<file path="src/rtl/alu_exec_unit_if.sv">
// Bus bundle for the execute stage. Signal names match the original flat
// port list, so existing connections map one-to-one.
//   master : drives the operands and control (decode/control side)
//   slave  : the execute unit; returns the ALU results, adder outputs and flags
//   Inputs to the unit : aluop[1:0], funct[5:0], a, b, pc, br_off, flag_we
//   Outputs of the unit: gout[2:0], result, zero, neg, ovf, pc_plus4, br_target,
//                        z_q, n_q, v_q
interface alu_exec_unit_if #(
    parameter int unsigned WIDTH = 32
);
    logic [1:0]       aluop;
    logic [5:0]       funct;
    logic [WIDTH-1:0] a;
    logic [WIDTH-1:0] b;
    logic [WIDTH-1:0] pc;
    logic [WIDTH-1:0] br_off;
    logic             flag_we;
    logic [2:0]       gout;
    logic [WIDTH-1:0] result;
    logic             zero;
    logic             neg;
    logic             ovf;
    logic [WIDTH-1:0] pc_plus4;
    logic [WIDTH-1:0] br_target;
    logic             z_q;
    logic             n_q;
    logic             v_q;

    modport master (
        output aluop, funct, a, b, pc, br_off, flag_we,
        input  gout, result, zero, neg, ovf, pc_plus4, br_target, z_q, n_q, v_q
    );

    modport slave (
        input  aluop, funct, a, b, pc, br_off, flag_we,
        output gout, result, zero, neg, ovf, pc_plus4, br_target, z_q, n_q, v_q
    );
endinterface

</file>
<file path="src/rtl/alu_exec_unit.sv">
// Execute stage of the single-cycle MIPS-Extended datapath: ALU control
// decode, ALU, PC+4 adder, branch-target adder and registered Z/N/V flags.
// Ports:
//   clk   - rising-edge clock for the status flags
//   reset - synchronous, active-high; clears the status flags only
//   bus   - alu_exec_unit_if.slave (operands/control in, results/flags out)
module alu_exec_unit #(
    parameter int unsigned WIDTH = 32
) (
    input  logic                 clk,
    input  logic                 reset,
    alu_exec_unit_if.slave       bus
);
    localparam int unsigned MSB = WIDTH - 1;

    typedef enum logic [2:0] {
        OP_AND = 3'b000,
        OP_OR  = 3'b001,
        OP_ADD = 3'b010,
        OP_NOR = 3'b100,
        OP_SUB = 3'b110,
        OP_SLT = 3'b111
    } alu_op_e;

    alu_op_e          op;
    logic [WIDTH-1:0] sum;
    logic [WIDTH-1:0] diff;
    logic             ovf_add;
    logic             ovf_sub;
    logic [WIDTH-1:0] result_c;
    logic             ovf_c;
    logic [WIDTH-1:0] pc_plus4_c;
    logic [2:0]       flags_d;
    logic [2:0]       flags_q;

    // ALU control decode
    always_comb begin
        op = OP_ADD;
        case (bus.aluop)
            2'b00: op = OP_ADD;
            2'b01: op = OP_SUB;
            2'b11: op = OP_OR;
            default: begin
                case (bus.funct)
                    6'b100000: op = OP_ADD;
                    6'b100010: op = OP_SUB;
                    6'b100100: op = OP_AND;
                    6'b100101: op = OP_OR;
                    6'b100111: op = OP_NOR;
                    6'b101010: op = OP_SLT;
                    default:   op = OP_ADD;
                endcase
            end
        endcase
    end

    assign sum  = bus.a + bus.b;
    assign diff = bus.a - bus.b;

    // Signed overflow: operands agree (add) / disagree (sub) in sign and the
    // result's sign differs from a.
    assign ovf_add = (bus.a[MSB] == bus.b[MSB]) && (sum[MSB]  != bus.a[MSB]);
    assign ovf_sub = (bus.a[MSB] != bus.b[MSB]) && (diff[MSB] != bus.a[MSB]);

    always_comb begin
        result_c = '0;
        ovf_c    = 1'b0;
        case (op)
            OP_AND: result_c = bus.a & bus.b;
            OP_OR:  result_c = bus.a | bus.b;
            OP_NOR: result_c = ~(bus.a | bus.b);
            OP_ADD: begin
                result_c = sum;
                ovf_c    = ovf_add;
            end
            OP_SUB: begin
                result_c = diff;
                ovf_c    = ovf_sub;
            end
            // Overflow-corrected sign of a-b gives a true signed less-than.
            OP_SLT: result_c = {{MSB{1'b0}}, diff[MSB] ^ ovf_sub};
            default: result_c = '0;
        endcase
    end

    assign pc_plus4_c = bus.pc + WIDTH'(4);

    assign bus.gout      = op;
    assign bus.result    = result_c;
    assign bus.zero      = (result_c == '0);
    assign bus.neg       = result_c[MSB];
    assign bus.ovf       = ovf_c;
    assign bus.pc_plus4  = pc_plus4_c;
    assign bus.br_target = pc_plus4_c + bus.br_off;

    // Status flags {z, n, v}
    assign flags_d = bus.flag_we ? {bus.zero, bus.neg, bus.ovf} : flags_q;

    always_ff @(posedge clk) begin
        if (reset) begin
            flags_q <= '0;
        end else begin
            flags_q <= flags_d;
        end
    end

    assign bus.z_q = flags_q[2];
    assign bus.n_q = flags_q[1];
    assign bus.v_q = flags_q[0];
endmodule

</file>
<file path="src/flat_wrapper.sv">
// flat-port wrapper written by rule: the top's interface ports become plain ports
module alu_exec_unit_flat 
#(
    parameter int unsigned WIDTH = 32
)
  (clk, reset, bus_aluop, bus_funct, bus_a, bus_b, bus_pc, bus_br_off, bus_flag_we, bus_gout, bus_result, bus_zero, bus_neg, bus_ovf, bus_pc_plus4, bus_br_target, bus_z_q, bus_n_q, bus_v_q);
  alu_exec_unit_if #(.WIDTH(WIDTH)) bus_i ();
  input  logic clk;
  input  logic reset;
  input wire logic [$bits(bus_i.aluop)-1:0] bus_aluop;
  input wire logic [$bits(bus_i.funct)-1:0] bus_funct;
  input wire logic [$bits(bus_i.a)-1:0] bus_a;
  input wire logic [$bits(bus_i.b)-1:0] bus_b;
  input wire logic [$bits(bus_i.pc)-1:0] bus_pc;
  input wire logic [$bits(bus_i.br_off)-1:0] bus_br_off;
  input wire logic [$bits(bus_i.flag_we)-1:0] bus_flag_we;
  output wire logic [$bits(bus_i.gout)-1:0] bus_gout;
  output wire logic [$bits(bus_i.result)-1:0] bus_result;
  output wire logic [$bits(bus_i.zero)-1:0] bus_zero;
  output wire logic [$bits(bus_i.neg)-1:0] bus_neg;
  output wire logic [$bits(bus_i.ovf)-1:0] bus_ovf;
  output wire logic [$bits(bus_i.pc_plus4)-1:0] bus_pc_plus4;
  output wire logic [$bits(bus_i.br_target)-1:0] bus_br_target;
  output wire logic [$bits(bus_i.z_q)-1:0] bus_z_q;
  output wire logic [$bits(bus_i.n_q)-1:0] bus_n_q;
  output wire logic [$bits(bus_i.v_q)-1:0] bus_v_q;
  assign bus_i.aluop = bus_aluop;
  assign bus_i.funct = bus_funct;
  assign bus_i.a = bus_a;
  assign bus_i.b = bus_b;
  assign bus_i.pc = bus_pc;
  assign bus_i.br_off = bus_br_off;
  assign bus_i.flag_we = bus_flag_we;
  assign bus_gout = bus_i.gout;
  assign bus_result = bus_i.result;
  assign bus_zero = bus_i.zero;
  assign bus_neg = bus_i.neg;
  assign bus_ovf = bus_i.ovf;
  assign bus_pc_plus4 = bus_i.pc_plus4;
  assign bus_br_target = bus_i.br_target;
  assign bus_z_q = bus_i.z_q;
  assign bus_n_q = bus_i.n_q;
  assign bus_v_q = bus_i.v_q;
  alu_exec_unit #(.WIDTH(WIDTH)) u_core (.clk(clk), .reset(reset), .bus(bus_i));
endmodule
</file>
<file path="config.mk">
export PLATFORM = sky130hd
export DESIGN_NAME = alu_exec_unit_flat
export DESIGN_NICKNAME = d
export VERILOG_FILES = /design/src/rtl/alu_exec_unit_if.sv /design/src/rtl/alu_exec_unit.sv /design/src/flat_wrapper.sv
export SDC_FILE = /design/constraint.sdc
export NUM_CORES = 1
export LEC_CHECK = 0
export ABC_AREA = 1
export BUFFER_PORTS_ARGS = -buffer_cell sky130_fd_sc_hd__buf_2
export CAP_MARGIN = 10
export CORE_AREA = 2 2 171 173
export CTS_CLUSTER_DIAMETER = 100
export DETAILED_ROUTE_END_ITERATION = 7
export DIE_AREA = 0 0 173 175
export GPL_ROUTABILITY_DRIVEN = 1
export PLACE_DENSITY = 0.66
export SLEW_MARGIN = 20
export SYNTH_ARGS = -nofsm -noshare
export SYNTH_HDL_FRONTEND = slang
export SYNTH_SLANG_ARGS = --single-unit
</file>
<file path="constraint.sdc">
create_clock -name clk -period 5.38 [get_ports clk]
set_input_delay 1.345 -clock clk [delete_from_list [all_inputs] [get_ports clk]]
set_output_delay 1.345 -clock clk [all_outputs]
set_load 0.005 [all_outputs]
</file>
---- Yosys cells after proc, flatten, opt, wreduce, memory -nomap -nowiden ----
Cells that the tools add are included.
Widths: inputs -> output; s select.
storage, ports and cells
  bits in registers ....................... 3
  bits of input ports ..................... 139
  output and inout bits ................... 105
cells by class
  add/subtract/negate cells ............... 4
  equal/unequal tests ..................... 16
  muxes and demuxes ....................... 4
  bitwise gates (word level) .............. 4
  reduce and logical (&&, ||, !) cells .... 5
operator list
  kind                   number
  $pmux 32 s6            1
  $add 32x32->32         2
  $add 32x3->32 const B  1
  $and 32x32->32         1
  $logic_not 32->1       1
  $not 32->32            1
  $or 32x32->32          1
  $sub 32x32->32         1
  $eq 6x6->1 const B     5
  $pmux 3 s5             1
  $eq 3x3->1 const B     3
  $pmux 3 s3             1
  $eq 3x1->1 const B     1
  $eq 3x2->1 const B     1
  $logic_not 3->1        1
  $ne 1x1->1             3
  $eq 2x1->1 const B     1
  $eq 2x2->1 const B     1
  $logic_and 1x1->1      2
  $logic_not 2->1        1
  $pmux 1 s2             1
  $eq 1x1->1             1
  $xor 1x1->1            1

---- Logic depth before layout (Yosys ltp) ----
  word-level depth ........................ 6
  gate-level depth with buffers ........... 24
  depth with buffers taken out ............ 23

---- Least setup slack after synthesis ----
OpenSTA, ideal clock, no wires.
  path type ............................... input-to-output
  start point ............................. input bus_pc[2]
  end point ............................... output bus_br_target[30]
  data arrival time ....................... 4.302 ns
  data required time ...................... 4.035 ns
  slack ................................... -0.267 ns
  stages on the path ...................... 20
  path through ............................ ha_1 -> nand3_1 -> nor3_2 -> nand4_1 -> nor2_2 -> inv_1 -> nor3_1 -> nand2_1 -> nor2_1 -> nand2_1 -> o21ai_0 -> inv_1 -> ha_1 -> nand2_1 -> nor2_1 -> inv_1 -> o311ai_0 -> nand2_1 -> nand3_1 -> xor2_1
between the ends
  longest elaborated chain between the ends .. 2
RTL lines
  item                  RTL line             RTL
  from (decl)           flat_wrapper.sv:14   input wire logic [$bits(bus_i.pc)-1:0] bus_pc;
  $add 32x3->32         alu_exec_unit.sv:86  assign pc_plus4_c = bus.pc + WIDTH'(4);
  via bus_pc_plus4[22]  flat_wrapper.sv:22   output wire logic [$bits(bus_i.pc_plus4)-1:0] bus_pc_plus4;
  $add 32x32->32        alu_exec_unit.sv:94  assign bus.br_target = pc_plus4_c + bus.br_off;
  to (decl)             flat_wrapper.sv:23   output wire logic [$bits(bus_i.br_target)-1:0] bus_br_target;
The timed path passes the listed nets, and every way through them passes these cells.

---- Worst setup path in the final report ----
  start point ............................. input bus_pc[2]
  end point ............................... output bus_br_target[29]
between the ends
  longest elaborated chain between the ends .. 2
RTL lines
  item            RTL line
  $add 32x3->32   alu_exec_unit.sv:86
  $add 32x32->32  alu_exec_unit.sv:94
Every way passes these cells.

==> metrics list <==
- Highest Clock Rate: around 0.17 GHz
- Final number of setup-violating endpoints: 14
- Cell chosen for the clock root: sky130_fd_sc_hd__clkbuf_16
- Hold Vio Cnt, Final: 0
- Post-synthesis cell area: slightly below 10000 µm²
* First-pass GRT wire length: 70.5 mm
* Clock sinks: 3
- Post-detailed-placement cell area: around 14000 µm²
* Gr usage total: between 20% and 30%
- Setup WS post-layout: -626 ps
* Path category of the worst min-delay check: register to register
- Clock latency on the worst-skew pair: between 200 and 250 ps
- For this design the static power due to leakage is about 9.5 nW.
- Total count of max-transition violations in the final report: 0
- More flip-flops sit in one register than any other, and that register is u_core.flags_q.
- Cells along the critical path: buf_8 -> ha_4 -> nand3_4 -> nor3_4 -> nand4_1 -> nor2_2 -> buf_4 -> inv_4 -> nor3_4 -> nand2_1 -> nor2_1 -> nand2_1 -> o21ai_0 -> o21ai_1 -> inv_1 -> ha_4 -> a21o_1 -> buf_4 -> a31oi_4 -> nor3_2 -> a2111oi_4 -> nand2_1 -> xor2_1 -> buf_2
- Per-cell routed wire length: 16.5 µm
- HPWL after DPL: between 30 and 40 mm
- In this run the vertical extent of the chip is between 150 and 200 µm.
- DR iter-0 viols: between 1k and 1.5k
- Result of the run: finished, violations left
* Largest fanout on the critical path: 3
* Fin Clk Skew: 0 ps
- Port buffering added around 240 buffers.
- At the pin with the least slew margin, the transition time is about 660 ps.
- Top library cells by usage in the layout, fill and taps aside: sky130_fd_sc_hd__nand2_1, sky130_fd_sc_hd__buf_4, sky130_fd_sc_hd__inv_1
* Weighted congestion at the end of routability-driven global placement: 1.02
* Total Die Area: 30300 µm²
- Detail-routed via count per cell: about 5.0
- In this run the mean area of a mapped cell was roughly 5.1 µm².
* WP data arrival: about 4700 ps
* Core area: between 20000 and 30000 µm²
* Min Tclk post-route: 6010 ps
- Fraction of layout instances using a drive strength above 1: 40.7%
- Count of flip-flops with a built-in enable after synthesis: 0
- After clock tree synthesis, the clock-pin slew on the worst setup and hold paths is 30 ps.
* Final standard cell area without fillers: ~16000 µm²
* Number of vias in the routed layout: 14.7k
- Starting density of the core: between 30% and 40%
* Cell type with the highest occurrence count on the critical path: sky130_fd_sc_hd__nand2_1
- Launching element type of the critical path: input port
- Routed wire length: a little under 50 mm
- The Yosys step of the flow raised 0 warnings.
- The worst hold path passes through 2 cells.
- Hold buffer count at CTS: 0
- Pre-CTS WS: -641 ps
- Most common cell after layout, fill and taps aside: sky130_fd_sc_hd__nand2_1
- The area growth from synthesis to layout is 67.7%.
* Max clock buf depth: 2
- Required time of the critical path: a little over 4000 ps
* Top Registers: u_core.flags_q: 3 flops
- Nets: roughly 2.8k
* Most used flip-flop cell after synthesis: sky130_fd_sc_hd__dfxtp_1
- By area the synthesized netlist is led by sky130_fd_sc_hd__nand2_1, sky130_fd_sc_hd__ha_1, sky130_fd_sc_hd__inv_1, sky130_fd_sc_hd__nor2_1, sky130_fd_sc_hd__nand3_1.
- Number of distinct library cell variants in the gate-level netlist after synthesis: 51
- Gr ovfl total: 0
- TritonCTS created 3 clock buffers.
* Initial antenna violation count: 4
* Total number of H-tree levels: 1
- Post-route core utilization: between 50% and 60%
- Chip Width: about 170 µm
- Counting flops and latches in the post-synthesis netlist gives 3.
- For this run, design rule violations remaining after detail routing come to 0.
* Vias in the first global route: 13.6k
- After synthesis, the largest area contributor takes up between 20% and 30% of total cell area.
- Number of max-cap violations: 0
* Max reg flops: 3
- Synth async-reset ratio: 0%
- Post-Synthesis Net Count: around 2.2k
- Logic depth of the worst register-to-register path: 4
- Entering global routing, the biggest net connects 20 pins.
- Violated checks: negative setup slack
- Setup repair after global routing could not meet its margin everywhere.
* Capturing element type of the critical path: output port
- Site row count: 62
- During I/O placement, the number of pins put on the boundary was 244.
- Minimum hold slack: 523 ps
- Share of the yosys chip area belonging to registers: less than 1%
- CTS tree: done
* Ratio of final minimum period to clock period: 112%
- Headroom to the max-slew limit: roughly 56%
- Slowest cell on the critical path: sky130_fd_sc_hd__nand4_1
* Antenna-violating nets left: 0
* Number of cells produced by synthesis: roughly 1.9k
- Leading area contributor after synthesis: sky130_fd_sc_hd__nand2_1
- Power spread over the standard cell area amounts to about 130 nW/µm².
* Largest voltage drop on the vdd net: 0.0903 mV
- Worst setup path class: input port to output port
- The first detailed-routing pass ran for 7 iterations.
* CP max stage delay: between 200 and 250 ps
cell type report:
| type | count | area (µm²) |
|---|---|---|
| fill | 2733 | 12000 |
| multi-input combinational | 1438 | 9540 |
| timing repair buffer | 658 | 4520 |
| inverter | 443 | 1680 |
| tap | 384 | 480 |
| clock buffer | 4 | 78.8 |
| sequential | 3 | 60.1 |
| antenna | 3 | 7.51 |
worst max-delay path, delay by kind of cell:
kind / cells / cell delay [ps]
compound gates: 5 / 770
xor+xnor: 1 / 150
fa+ha+maj: 2 / 370
buf+inv: 6 / 690
simple gates: 10 / 1310
through the flow:
step / power [mW] / instances / setup TNS (ps)
2_1_floorplan: 0.804 / 1926 / -10.4
6_report: 2.09 / 2933 / -4680
3_5_place_dp: 1.59 / 2848 / -5950
3_3_place_gp: 1.57 / 2848 / -4620
4_1_cts: 1.85 / 2892 / -3800
5_1_grt: 2.24 / 2933 / -6460
timing repair:
action / CTS / global route
setup endpoints to repair: 20 / 24
pin swaps: 84 / 129
buffers inserted: 40 / 40
gates cloned: 0 / 0
resized for setup: 177 / 275
power breakdown:
part	switching (mW)	leakage, nW	internal [mW]	total (mW)
Clock	0.0221	0.0382	0.0980	0.120
Combinational	1.08	9.44	0.867	1.95
Sequential	0.000833	0.0248	0.0241	0.0249
Total	1.10	9.50	0.989	2.09
routing by layer:
metal	track usage (%)	routed length (µm)
met5	0	13
met1	36.6	19800
met3	1.70	3450
met2	53.3	23700
met4	7.52	1630
cells by family (layout without fill, tap and decap cells):
kind of cell	Yosys count	in the layout	synth area share, %
xor+xnor	66	66	6.20
other cells	0	3	0
simple gates	1069	1069	46.3
buf+inv	485	1105	19.5
compound gates	165	165	9.46
fa+ha+maj	138	138	18.0
flops	3	3	0.615
worst paths after layout:
kind                                  startpoint                        endpoint  slack [ps]
setup / recovery                       bus_pc[2]               bus_br_target[29]        -630
hold / removal    u_core.flags_q[2]$_SDFFE_PP0P_  u_core.flags_q[2]$_SDFFE_PP0P_         520
setup reg to reg  u_core.flags_q[0]$_SDFFE_PP0P_  u_core.flags_q[0]$_SDFFE_PP0P_        4730
hold reg to reg   u_core.flags_q[2]$_SDFFE_PP0P_  u_core.flags_q[2]$_SDFFE_PP0P_         520
synth_stat cells, types with 7 or more instances:
cell / instances
sky130_fd_sc_hd__nand2_1: 597
sky130_fd_sc_hd__inv_1: 436
sky130_fd_sc_hd__nor2_1: 236
sky130_fd_sc_hd__ha_1: 134
sky130_fd_sc_hd__nand3_1: 131
sky130_fd_sc_hd__a21oi_1: 82
sky130_fd_sc_hd__xor2_1: 52
sky130_fd_sc_hd__nand4_1: 41
sky130_fd_sc_hd__o21ai_0: 35
sky130_fd_sc_hd__buf_2: 33
sky130_fd_sc_hd__nor3_1: 25
sky130_fd_sc_hd__xnor2_1: 12
sky130_fd_sc_hd__o21bai_1: 11
sky130_fd_sc_hd__a31oi_1: 9
sky130_fd_sc_hd__o21ai_1: 8
sky130_fd_sc_hd__inv_2: 7
(Power assumes the default switching activity.)
